## src/rtl/mips_pkg.sv

```systemverilog
// mips_pkg: shared definitions for the 16-bit MIPS pipeline register file.
// Provides default data/address widths, the hardwired-zero register index
// and typedefs for the default (16-bit x 4) configuration.
package mips_pkg;

  localparam int unsigned DATA_W   = 16;
  localparam int unsigned ADDR_W   = 2;
  localparam int unsigned REG_ZERO = 0;

  typedef logic [ADDR_W-1:0] reg_addr_t;
  typedef logic [DATA_W-1:0] reg_data_t;

endpackage

```

## src/rtl/regfile_sb_if.sv

```systemverilog
// regfile_sb_if: bundle between decode/issue/writeback and the register file.
//   rd_addr/rd_data/rd_busy : NUM_RD read ports, port i in slice i
//   wr_en/wr_addr/wr_data   : writeback strobe, register and data
//   iss_valid/iss_addr      : issue request marking a pending destination
//   iss_ready               : issue accepted this cycle if iss_valid
//   busy_any                : OR of all scoreboard busy bits
// master = requester side, slave = register file.
interface regfile_sb_if #(
  parameter int unsigned DATA_W = 16,
  parameter int unsigned ADDR_W = 2,
  parameter int unsigned NUM_RD = 2
);

  logic [NUM_RD*ADDR_W-1:0] rd_addr;
  logic [NUM_RD*DATA_W-1:0] rd_data;
  logic [NUM_RD-1:0]        rd_busy;
  logic                     wr_en;
  logic [ADDR_W-1:0]        wr_addr;
  logic [DATA_W-1:0]        wr_data;
  logic                     iss_valid;
  logic [ADDR_W-1:0]        iss_addr;
  logic                     iss_ready;
  logic                     busy_any;

  modport master (
    output rd_addr, wr_en, wr_addr, wr_data, iss_valid, iss_addr,
    input  rd_data, rd_busy, iss_ready, busy_any
  );

  modport slave (
    input  rd_addr, wr_en, wr_addr, wr_data, iss_valid, iss_addr,
    output rd_data, rd_busy, iss_ready, busy_any
  );

endinterface

```

## src/rtl/sb_busy_table.sv

```systemverilog
// sb_busy_table: per-register busy scoreboard.
//   clock, reset_n      : clock, asynchronous active-low reset (clears all bits)
//   set_en, set_addr    : mark register pending (issue)
//   clr_en, clr_addr    : clear pending bit (writeback)
//   busy                : registered busy vector, one bit per register
//   busy_any            : OR of busy
// Set has priority over clear when both target the same register.
module sb_busy_table #(
  parameter int unsigned ADDR_W = 2
) (
  input  logic                   clock,
  input  logic                   reset_n,
  input  logic                   set_en,
  input  logic [ADDR_W-1:0]      set_addr,
  input  logic                   clr_en,
  input  logic [ADDR_W-1:0]      clr_addr,
  output logic [2**ADDR_W-1:0]   busy,
  output logic                   busy_any
);

  localparam int unsigned NUM_REGS = 2**ADDR_W;

  always_ff @(posedge clock or negedge reset_n) begin
    if (!reset_n) begin
      busy <= '0;
    end else begin
      for (int unsigned i = 0; i < NUM_REGS; i++) begin
        if (set_en && set_addr == ADDR_W'(i)) begin
          busy[i] <= 1'b1;
        end else if (clr_en && clr_addr == ADDR_W'(i)) begin
          busy[i] <= 1'b0;
        end
      end
    end
  end

  assign busy_any = |busy;

endmodule

```

## src/rtl/regfile_sb.sv

```systemverilog
// regfile_sb: DATA_W x 2**ADDR_W register file with NUM_RD combinational
// read ports, write-to-read bypass and an issue/writeback busy scoreboard.
//   clock   : rising-edge clock
//   reset_n : asynchronous active-low reset (registers and scoreboard cleared)
//   bus     : regfile_sb_if slave modport (read ports, writeback, issue,
//             iss_ready, busy_any)
// Register 0 reads as zero, ignores writes and never becomes busy.
module regfile_sb #(
  parameter int unsigned DATA_W = mips_pkg::DATA_W,
  parameter int unsigned ADDR_W = mips_pkg::ADDR_W,
  parameter int unsigned NUM_RD = 2
) (
  input  logic         clock,
  input  logic         reset_n,
  regfile_sb_if.slave  bus
);

  import mips_pkg::*;

  localparam int unsigned       NUM_REGS = 2**ADDR_W;
  localparam logic [ADDR_W-1:0] ZERO     = ADDR_W'(REG_ZERO);

  logic [DATA_W-1:0]   regs [NUM_REGS];
  logic [NUM_REGS-1:0] busy;
  logic                wr_act;
  logic                iss_act;

  assign wr_act = bus.wr_en && (bus.wr_addr != ZERO);

  always_ff @(posedge clock or negedge reset_n) begin
    if (!reset_n) begin
      for (int unsigned k = 0; k < NUM_REGS; k++) begin
        regs[k] <= '0;
      end
    end else if (wr_act) begin
      regs[bus.wr_addr] <= bus.wr_data;
    end
  end

  // A writeback to the issue target frees it in the same cycle, so the
  // re-issue may coincide with the write.
  assign bus.iss_ready = (bus.iss_addr == ZERO) ||
                         !busy[bus.iss_addr] ||
                         (bus.wr_en && (bus.wr_addr == bus.iss_addr));

  assign iss_act = bus.iss_valid && bus.iss_ready && (bus.iss_addr != ZERO);

  sb_busy_table #(
    .ADDR_W (ADDR_W)
  ) u_busy (
    .clock    (clock),
    .reset_n  (reset_n),
    .set_en   (iss_act),
    .set_addr (bus.iss_addr),
    .clr_en   (wr_act),
    .clr_addr (bus.wr_addr),
    .busy     (busy),
    .busy_any (bus.busy_any)
  );

  for (genvar i = 0; i < NUM_RD; i++) begin : g_rd
    logic [ADDR_W-1:0] r;
    logic [DATA_W-1:0] data;
    logic              pend;

    assign r = bus.rd_addr[i*ADDR_W +: ADDR_W];

    // Bypass is gated by reset_n so a held reset reads zero whatever wr_* carry.
    always_comb begin
      data = '0;
      pend = 1'b0;
      if (r == ZERO) begin
        data = '0;
        pend = 1'b0;
      end else if (reset_n && bus.wr_en && (bus.wr_addr == r)) begin
        data = bus.wr_data;
        pend = 1'b0;
      end else begin
        data = regs[r];
        pend = busy[r];
      end
    end

    assign bus.rd_data[i*DATA_W +: DATA_W] = data;
    assign bus.rd_busy[i]                  = pend;
  end

endmodule

```

## src/flat_wrapper.sv

```systemverilog
// flat-port wrapper written by rule: the top's interface ports become plain ports
module regfile_sb_flat import mips_pkg::*;
#(
  parameter int unsigned DATA_W = mips_pkg::DATA_W,
  parameter int unsigned ADDR_W = mips_pkg::ADDR_W,
  parameter int unsigned NUM_RD = 2
)
  (clock, reset_n, bus_rd_addr, bus_wr_en, bus_wr_addr, bus_wr_data, bus_iss_valid, bus_iss_addr, bus_rd_data, bus_rd_busy, bus_iss_ready, bus_busy_any);
  regfile_sb_if #(.DATA_W(DATA_W), .ADDR_W(ADDR_W), .NUM_RD(NUM_RD)) bus_i ();
  input  logic clock;
  input  logic reset_n;
  input wire logic [$bits(bus_i.rd_addr)-1:0] bus_rd_addr;
  input wire logic [$bits(bus_i.wr_en)-1:0] bus_wr_en;
  input wire logic [$bits(bus_i.wr_addr)-1:0] bus_wr_addr;
  input wire logic [$bits(bus_i.wr_data)-1:0] bus_wr_data;
  input wire logic [$bits(bus_i.iss_valid)-1:0] bus_iss_valid;
  input wire logic [$bits(bus_i.iss_addr)-1:0] bus_iss_addr;
  output wire logic [$bits(bus_i.rd_data)-1:0] bus_rd_data;
  output wire logic [$bits(bus_i.rd_busy)-1:0] bus_rd_busy;
  output wire logic [$bits(bus_i.iss_ready)-1:0] bus_iss_ready;
  output wire logic [$bits(bus_i.busy_any)-1:0] bus_busy_any;
  assign bus_i.rd_addr = bus_rd_addr;
  assign bus_i.wr_en = bus_wr_en;
  assign bus_i.wr_addr = bus_wr_addr;
  assign bus_i.wr_data = bus_wr_data;
  assign bus_i.iss_valid = bus_iss_valid;
  assign bus_i.iss_addr = bus_iss_addr;
  assign bus_rd_data = bus_i.rd_data;
  assign bus_rd_busy = bus_i.rd_busy;
  assign bus_iss_ready = bus_i.iss_ready;
  assign bus_busy_any = bus_i.busy_any;
  regfile_sb #(.DATA_W(DATA_W), .ADDR_W(ADDR_W), .NUM_RD(NUM_RD)) u_core (.clock(clock), .reset_n(reset_n), .bus(bus_i));
endmodule
```

## config.mk

```make
export PLATFORM = sky130hd
export DESIGN_NAME = regfile_sb_flat
export DESIGN_NICKNAME = d
export VERILOG_FILES = /design/src/rtl/mips_pkg.sv /design/src/rtl/regfile_sb_if.sv /design/src/rtl/sb_busy_table.sv /design/src/rtl/regfile_sb.sv /design/src/flat_wrapper.sv
export SDC_FILE = /design/constraint.sdc
export NUM_CORES = 1
export LEC_CHECK = 0
export CORE_MARGIN = 2
export CORE_UTILIZATION = 52
export DETAILED_ROUTE_END_ITERATION = 7
export PLACE_DENSITY = 0.8
export SYNTH_ARGS = -nofsm -noshare
export SYNTH_HDL_FRONTEND = slang
export SYNTH_SLANG_ARGS = --single-unit
```

## constraint.sdc

```tcl
create_clock -name clock -period 2.5 [get_ports clock]
set_input_delay 0.5 -clock clock [delete_from_list [all_inputs] [get_ports clock]]
set_output_delay 0.5 -clock clock [all_outputs]
set_load 0.05 [all_outputs]
```

==> flow_summary.toml, run 1 <==
[critical_path]
crit_path_start_kind = "input pin"
critPathKind = "input pin to primary output"
cpPeakStageDelay_ns = 0.38
rrSetupSlack_ns = 1.69
cp_common_cell = "buf_6"
crit_path_cell_trace = "buf_2 > buf_6 > buf_6 > xor2_4 > or3_4 > buf_6 > o221a_1 > buf_6"
cp.arrival_ns = 1.99
crit_required_ns = 2.00
crit_path_end_kind = "primary output"
slowest_stage = "or3_4"
crit_fanout = 8

[logic_synthesis]
syn-mean-instance-area_um2 = 11.6
yosys.area.top_type = "dfrtp_1"
yosysTopAreaCellShare = 0.382
ys_seq_elements = 52
ys_warn_count = 0
syn_area_um2 = 3410
synthCells = 294
synthTopCellsByArea = "dfrtp_1 (38%), mux2_2 (16%), mux2i_1 (11%)"
ys_seq_area_frac = 0.382
synth_nets = 322
synthDistinctLibCells = 27

[drt]
wl_per_cell_um = 21.4
vias = 2849
first_iter_violations = 169
drt.antenna.violating_nets = 0
avgViaCountPerCell = 6.43
dr.pass1.iters = 4
drt_wl_total_mm = 9.46
drcViolationCount = 0

[timing]
hold-worst-slack_ns = 0.204
skew_ns = 0
finalWorstSetupSlack_ns = 0.0103
rsz0062_at_grt = "yes"
finalSetupTns_ns = 0
tightest_slew_ns = 0.544
fin_crit_sh = 0.996
slew_violations = 0
final-setup-viol-count = 0
max_freq_mhz = 402
final_hold_viol_count = 0
worst_slew_margin_rel = 0.638
finalCriticalPeriod_ns = 2.49

[floorplanning]
fp.dieArea_um2 = 7220
rows = 29
die_w_um = 85.0
io_pins = 64
core_area_um2 = 6350
die_h_um = 85.0
start_util = 0.537

[cells_and_area]
nNetsFinal = 394
drive_above_1_share = 0.369
diodes = 0
syn2layout_area_growth_pct = 32.3

[placement]
portBuffers = 63
place_congestion = 0.821
dp_slack_ns = -0.303
hpwl_mm = 6.18

[cts]
cts_tree = "done"
clkLatencyLatePin_ns = 0.31
cts.clk_slew.worst_paths_ns = 0.09
h-tree-depth = 2
numCtsBuffers = 5
cts_root_buffer = "clkbuf_8"
clock_sinks = 52
cts_max_path_buffers = 2

[global_routing]
first_global_vias = 3012
grt_pass1_wl_mm = 15.6
use_met2 = 0.452
use_met3 = 0.0438
met1_usage = 0.371
antenna_found_initial = 0
grt.busiest_layer = "met2"
grt_overflow = 0
grt.total_usage = 0.274
grt_max_degree = 42

[job]
drv_cap = 0

[outcome]
status = "complete, no violations"

[pwr]
ir_drop_mv = 0.398
power.density_nw_per_um2 = 647
p_leak_nw = 1.92
power_mw = 2.92

[worst_hold_path]
worstHoldPathType = "input pin to asynchronous set/reset pin"
state kept, by name, indices dropped and copies added, names as in the netlist:
signal	count
u_core.regs	48
u_core.u_busy.busy	4
stage by stage:
stage | instance area [µm²] | util | std cells
after global placement | 4230 | 0.667 | 433
final | 4510 | 0.710 | 443
after detailed placement | 4230 | 0.667 | 433
after global routing | 4510 | 0.710 | 443
after CTS | 4510 | 0.711 | 443
after floorplan | 3410 | - | 294
cells by family after synthesis:
family                    synth area share
muxes                                0.268
AOI/OAI and AO/OA                    0.194
DFF                                  0.382
and+or+nand+nor                     0.0848
buffers and inverters               0.0492
xor gates and xnor gates            0.0231
final cells by class:
type	count	area, µm²
flip-flops and latches	52	1300
well taps	77	96.3
fillers	461	1840
clock buffers	7	96.3
multi-input cells	210	1960
repair buffers	97	1060
per-layer routing:
layer  share of wire  wire [µm]  vias to the layer above
li1                -          -                     1281
met1            0.44       4140                     1450
met2            0.48       4580                      105
met3           0.064        603                       13
met4           0.015        141                        0
met5               0          0                        -
path summary, 6_finish.rpt:
check                                                  startpoint                                 to  depth (start not counted)
min in group clock              u_core.u_busy.busy[0]$_DFFE_PN0P_  u_core.u_busy.busy[0]$_DFFE_PN0P_                          0
worst max register to register        u_core.regs[47]$_DFFE_PN0P_        u_core.regs[47]$_DFFE_PN0P_                          1
worst max-delay path                               bus_wr_addr[1]                    bus_rd_data[24]                          8
worst min register to register  u_core.u_busy.busy[0]$_DFFE_PN0P_  u_core.u_busy.busy[0]$_DFFE_PN0P_                          0
max in group asynchronous                                 reset_n        u_core.regs[42]$_DFFE_PN0P_                          2
worst min-delay path                                      reset_n        u_core.regs[19]$_DFFE_PN0P_                          2
power by group:
group	leakage (nW)	internal, mW	switching (mW)	total (mW)
Sequential	0.617	0.996	0.116	1.11
Clock	0.0503	0.247	0.280	0.528
Combinational	1.26	0.585	0.696	1.28
worst max-delay path: cells and delay by family:
family,cells,cell delay [ns]
buffers and inverters,5,0.66
and+or+nand+nor,1,0.38
AOI/OAI and AO/OA,1,0.28
xor gates and xnor gates,1,0.15
synth_stat cells, drive strengths merged:
library cell / count
nand3b: 2
a22o: 1
a32o: 1
and2: 34
mux2: 49
or3: 2
o21ai: 1
mux2i: 36
o211ai: 32
o221a: 32
nand2: 5
xor2: 4
a22oi: 1
dfrtp: 52
a31o: 1
or4: 1
nor2b: 2
clkbuf: 13
nand3: 2
buf: 19
xnor2: 2
a41o: 2
cells in the final DEF (no fill, tap or decap), types with 3 or more instances in the layout:
cell / n
dfrtp_1: 52
and2_1: 34
dlygate4sd2_1: 3
clkdlybuf4s50_1: 19
buf_4: 28
o211ai_1: 32
mux2_2: 49
mux2i_1: 36
nand2_1: 5
o221a_1: 32
clkbuf_8: 7
buf_6: 28
buf_12: 10
repair_timing:
action,4_1_cts,5_1_grt
endpoints found under the setup margin,34,30
pin swaps,7,1
hold buffers,0,0
setup buffers,1,0
gates cloned,2,0
gates resized for setup,49,2
Power figures use the tool's default switching activity.
==> run 2, diff against run 1 <==
PLACE_DENSITY = not set   (was 0.8)
PLACE_DENSITY_LB_ADDON = 0.12   (was not set)
==> run 2 against run 1 <==
Via count down 1.7%. Register-to-register slack better by 0.02 ns. Utilization up 3.2 points. Total power up 4.0%. Largest cell class unchanged.
==> flow_summary.toml, run 2 (synthesized netlist as in run 1, its figures left out) <==
[cells_and_area]
fillers = 445
postLayoutCellArea_um2 = 4710
regMostFlops = "u_core.regs"
final_cell_mix = "dfrtp_1 (52), mux2_2 (49), mux2i_1 (36)"
largest_register_ffs = 48
drive_above_1_share = 0.411
largest_registers = "u_core.regs (48), u_core.u_busy.busy (4)"
finalNonFillerCells = 447
syn2layout_area_growth_pct = 38.2
nNetsFinal = 397
diodes = 0
final_common_cell = "dfrtp_1"

[cts]
ctsHoldBuffers = 0
cts_tree = "done"
h-tree-depth = 2
numCtsBuffers = 5
cts_max_path_buffers = 2
cts_root_buffer = "clkbuf_8"
cts.clk_slew.worst_paths_ns = 0.09
clkLatencyLatePin_ns = 0.31
clock_sinks = 52

[pwr]
power_mw = 3.04
p_leak_nw = 1.99
power.density_nw_per_um2 = 644
ir_drop_mv = 0.457

[drt]
drt.antenna.violating_nets = 0
drt_wl_total_mm = 9.16
first_iter_violations = 122
wl_per_cell_um = 20.5
dr.pass1.iters = 4
drcViolationCount = 0
avgViaCountPerCell = 6.26
vias = 2800

[floorplanning]
start_util = 0.537
die_h_um = 85.0
rows = 29
io_pins = 64
die_w_um = 85.0
fp.dieArea_um2 = 7220
core_area_um2 = 6350

[global_routing]
first_global_vias = 2916
antenna_found_initial = 0
grt_pass1_wl_mm = 15.2
grt.total_usage = 0.267
grt_max_degree = 51
grt_overflow = 0

[placement]
dp.cells = 437
dpl_cell_area_um2 = 4400
hpwl_mm = 6.17
place_congestion = 0.816
portBuffers = 63

[critical_path]
reg2reg_depth = 1
cpPeakStageDelay_ns = 0.41
slowest_stage = "or3_4"
crit_path_end_kind = "primary output"
crit_required_ns = 2.00
critPathKind = "input pin to primary output"
rrSetupSlack_ns = 1.71
crit_fanout = 4
cp_common_cell = "buf_6"
worst_r2r_endpoint = "u_core.regs[3]$_DFFE_PN0P_"
crit_path_cell_trace = "dlygate4sd2_1 > xor2_2 > or3_4 > buf_6 > o221a_1 > buf_6"
r2r_start = "u_core.regs[3]$_DFFE_PN0P_"
crit_path_start_kind = "input pin"
cp.arrival_ns = 1.98

[timing]
finalSetupTns_ns = 0
final_hold_viol_count = 0
final-setup-viol-count = 0
rsz0062_at_grt = "no"
fin_crit_sh = 0.992
skew_ns = 0
worst_slew_margin_rel = 0.571
tightest_slew_ns = 0.643
slew_violations = 0
finalCriticalPeriod_ns = 2.48
max_freq_mhz = 403

[outcome]
status = "complete, no violations"

[worst_hold_path]
worstHoldPathType = "input pin to asynchronous set/reset pin"

[job]
drv_cap = 0
run 2: cell count changes in the layout (fill, tap and decap cells not counted), moves of 2 or more:
cell,delta
clkbuf_8,-2
o221a_4,+14
buf_12,+11
buf_6,-3
dlygate4sd2_1,+2
o221a_1,-14
buf_4,-2
buf_16,-2
run 2: cell type report:
class	count	area [µm²]	share of cell area
clock buffers	6	72.6	0.0154
flip-flops and latches	52	1300	0.276
clock inverters	2	16.3	0.00345
well taps	77	96.3	0.0204
repair buffers	100	1150	0.244
multi-input cells	210	2080	0.440
run 2: power by group:
part           internal (mW)  switching (mW)
clock network          0.200           0.297
logic                  0.708           0.727
registers              0.996           0.109
run 2: worst max-delay path by stage:
| stage | from | endpoint | slack [ns] |
|---|---|---|---|
| final | bus_rd_addr[1] | bus_rd_data[12] | 0.02 |
| after global routing | bus_rd_addr[1] | bus_rd_data[12] | 0.009 |
| after CTS | bus_wr_addr[0] | bus_rd_data[24] | 0.007 |
| after detailed placement | bus_wr_addr[1] | bus_rd_data[28] | -0.32 |
| after global placement | bus_wr_addr[1] | bus_rd_data[20] | -0.31 |
| after floorplan | bus_rd_addr[2] | bus_rd_data[22] | 0.09 |
run 2: layer usage:
layer,share of wire,global-route usage,wire (µm),up-vias
li1,-,-,-,1285
met5,0,0,0,-
met3,0.046,0.0321,419,7
met1,0.44,0.362,4010,1432
met4,0.011,0.0895,102,0
met2,0.51,0.447,4630,76
run 2: what timing repair did:
action | 4_1_cts | 5_1_grt
resized for setup | 49 | 5
setup endpoints to repair | 35 | 25
gates cloned | 1 | 0
setup buffers | 1 | 0
pin swaps | 11 | 1
run 2: per-stage QoR:
stage               utilization  hold slack, ns  setup WS, ns
floorplan                     -           0.204        0.0880
global placement          0.692           0.365        -0.306
detailed placement        0.692           0.381        -0.322
CTS                       0.741          0.0935       0.00652
global route              0.742           0.113       0.00880
finish                    0.742          0.0974        0.0196
run 2: worst max-delay path, delay by kind of cell:
kind,cells,cell delay (ns)
AO/OA/AOI/OAI,1,0.27
buffers and inverters,3,0.60
AND/OR/NAND/NOR,1,0.41
XOR/XNOR,1,0.20
==> run 3, diff against run 2 <==
RECOVER_POWER = 100   (was not set)
==> run 3 against run 2 <==
Clock power hardly changed. Die area stayed put. Via count rose by 0.32%. Clock skew unchanged. Combinational power down 6%. Worst setup slack got worse by 0.0031 ns. Final cell count unchanged. Wire length rose by 0.99%. Register-to-register slack about the same. Worst hold slack better by 0.088 ns. Sequential power barely moved. Critical path type unchanged. Critical endpoint unchanged. Largest power group unchanged. Highest routed layer unchanged.
==> flow_summary.toml, run 3 (synthesized netlist as in run 1, its figures left out) <==
[timing]
skew_ns = 0
rsz0062_at_grt = "no"
final_hold_viol_count = 0
max_freq_mhz = 403
worst_slew_margin_rel = 0.153
tightest_slew_ns = 1.27
final-setup-viol-count = 0
slew_violations = 0
fin_crit_sh = 0.993
finalCriticalPeriod_ns = 2.48
finalSetupTns_ns = 0

[drt]
drcViolationCount = 0
vias = 2809
dr.pass1.iters = 4
wl_per_cell_um = 20.7
avgViaCountPerCell = 6.28
drt_wl_total_mm = 9.25
drt.antenna.violating_nets = 0
first_iter_violations = 141

[cts]
ctsHoldBuffers = 0
clkLatencyLatePin_ns = 0.31
numCtsBuffers = 5
clock_sinks = 52
cts_max_path_buffers = 2
cts_root_buffer = "clkbuf_8"
h-tree-depth = 2
cts_tree = "done"
cts.clk_slew.worst_paths_ns = 0.09

[critical_path]
worst_r2r_endpoint = "u_core.regs[5]$_DFFE_PN0P_"
crit_path_end_kind = "primary output"
rrSetupSlack_ns = 1.70
reg2reg_depth = 1
crit_path_start_kind = "input pin"
r2r_start = "u_core.regs[5]$_DFFE_PN0P_"
crit_fanout = 4
crit_required_ns = 2.00
cp.arrival_ns = 1.98
critPathKind = "input pin to primary output"

[cells_and_area]
largest_registers = "u_core.regs (48), u_core.u_busy.busy (4)"
drive_above_1_share = 0.384
largest_register_ffs = 48
fillers = 471
final_common_cell = "dfrtp_1"
nNetsFinal = 397
syn2layout_area_growth_pct = 33.7
final_cell_mix = "dfrtp_1 (52), mux2_2 (49), mux2i_1 (36)"
regMostFlops = "u_core.regs"
diodes = 0

[floorplanning]
die_h_um = 85.0
core_area_um2 = 6350
fp.dieArea_um2 = 7220
start_util = 0.537
io_pins = 64
rows = 29
die_w_um = 85.0

[job]
drv_cap = 0

[outcome]
status = "complete, no violations"

[global_routing]
grt.total_usage = 0.267
first_global_vias = 2916
grt_overflow = 0
grt_pass1_wl_mm = 15.2
antenna_found_initial = 0
grt_max_degree = 51

[pwr]
ir_drop_mv = 0.429
power.density_nw_per_um2 = 649
power_mw = 2.96
p_leak_nw = 1.91

[worst_hold_path]
worstHoldPathType = "input pin to asynchronous set/reset pin"

[placement]
portBuffers = 63
place_congestion = 0.816
hpwl_mm = 6.17
## run 3: changes by cell type in the layout (fill, tap and decap cells not counted), moves of 2 or more
cell / previous run / this run
buf_12: 21 / 12
buf_4: 26 / 23
o221a_1: 18 / 20
o221a_4: 14 / 12
clkbuf_4: 0 / 3
clkbuf_1: 1 / 9
## run 3: critical path, cell delays in order
cell and delay, ns:
dlygate4sd2_1 0.29, xor2_2 0.20, or3_4 0.41, buf_6 0.15
o221a_1 0.27, buf_6 0.16
## run 3: worst max-delay path by stage
| stage | start | end | slack, ns | depth (start not counted) |
|---|---|---|---|---|
| global route | bus_rd_addr[1] | bus_rd_data[12] | 0.009 | 6 |
| finish | bus_rd_addr[1] | bus_rd_data[12] | 0.02 | 6 |
| floorplan | bus_rd_addr[2] | bus_rd_data[22] | 0.09 | 6 |
| detailed placement | bus_wr_addr[1] | bus_rd_data[28] | -0.32 | 7 |
| global placement | bus_wr_addr[1] | bus_rd_data[20] | -0.31 | 7 |
| CTS | bus_wr_addr[0] | bus_rd_data[24] | 0.007 | 6 |
## run 3: metrics by stage
| stage | hold WS (ns) | cell area, µm² | util | std cells | setup WS (ns) |
|---|---|---|---|---|---|
| global route | 0.210 | 4560 | 0.718 | 447 | 0.00883 |
| CTS | 0.0935 | 4700 | 0.741 | 447 | 0.00652 |
| global placement | 0.365 | 4400 | 0.692 | 437 | -0.306 |
| detailed placement | 0.381 | 4400 | 0.692 | 437 | -0.322 |
| finish | 0.186 | 4560 | 0.718 | 447 | 0.0165 |
| floorplan | 0.204 | 3410 | - | 294 | 0.0880 |
## run 3: cell type report
class / count / area [µm²] / area share
clock buffers: 6 / 72.6 / 0.0159
well taps: 77 / 96.3 / 0.0211
flip-flops and latches: 52 / 1300 / 0.286
clock inverters: 2 / 16.3 / 0.00357
multi-input cells: 210 / 2060 / 0.452
repair buffers: 100 / 1010 / 0.222
## run 3: layer usage
metal | routed length [µm] | global-route usage | vias up | share of wire
met5 | 0 | 0 | - | 0
met4 | 102 | 0.0895 | 0 | 0.011
met3 | 473 | 0.0321 | 7 | 0.051
met2 | 4670 | 0.447 | 88 | 0.51
met1 | 4000 | 0.362 | 1436 | 0.43
li1 | - | - | 1278 | -
## run 3: power by group
part           total [mW]  switching, mW  internal (mW)
clock               0.496          0.296          0.200
combinational        1.35          0.714          0.640
sequential           1.11          0.110          0.996
## run 3: repair_timing
item,4_1_cts,5_1_grt
resized for setup,49,5
pin swaps,11,1
gates cloned,1,0
setup buffers,1,0
endpoints found under the setup margin,35,25
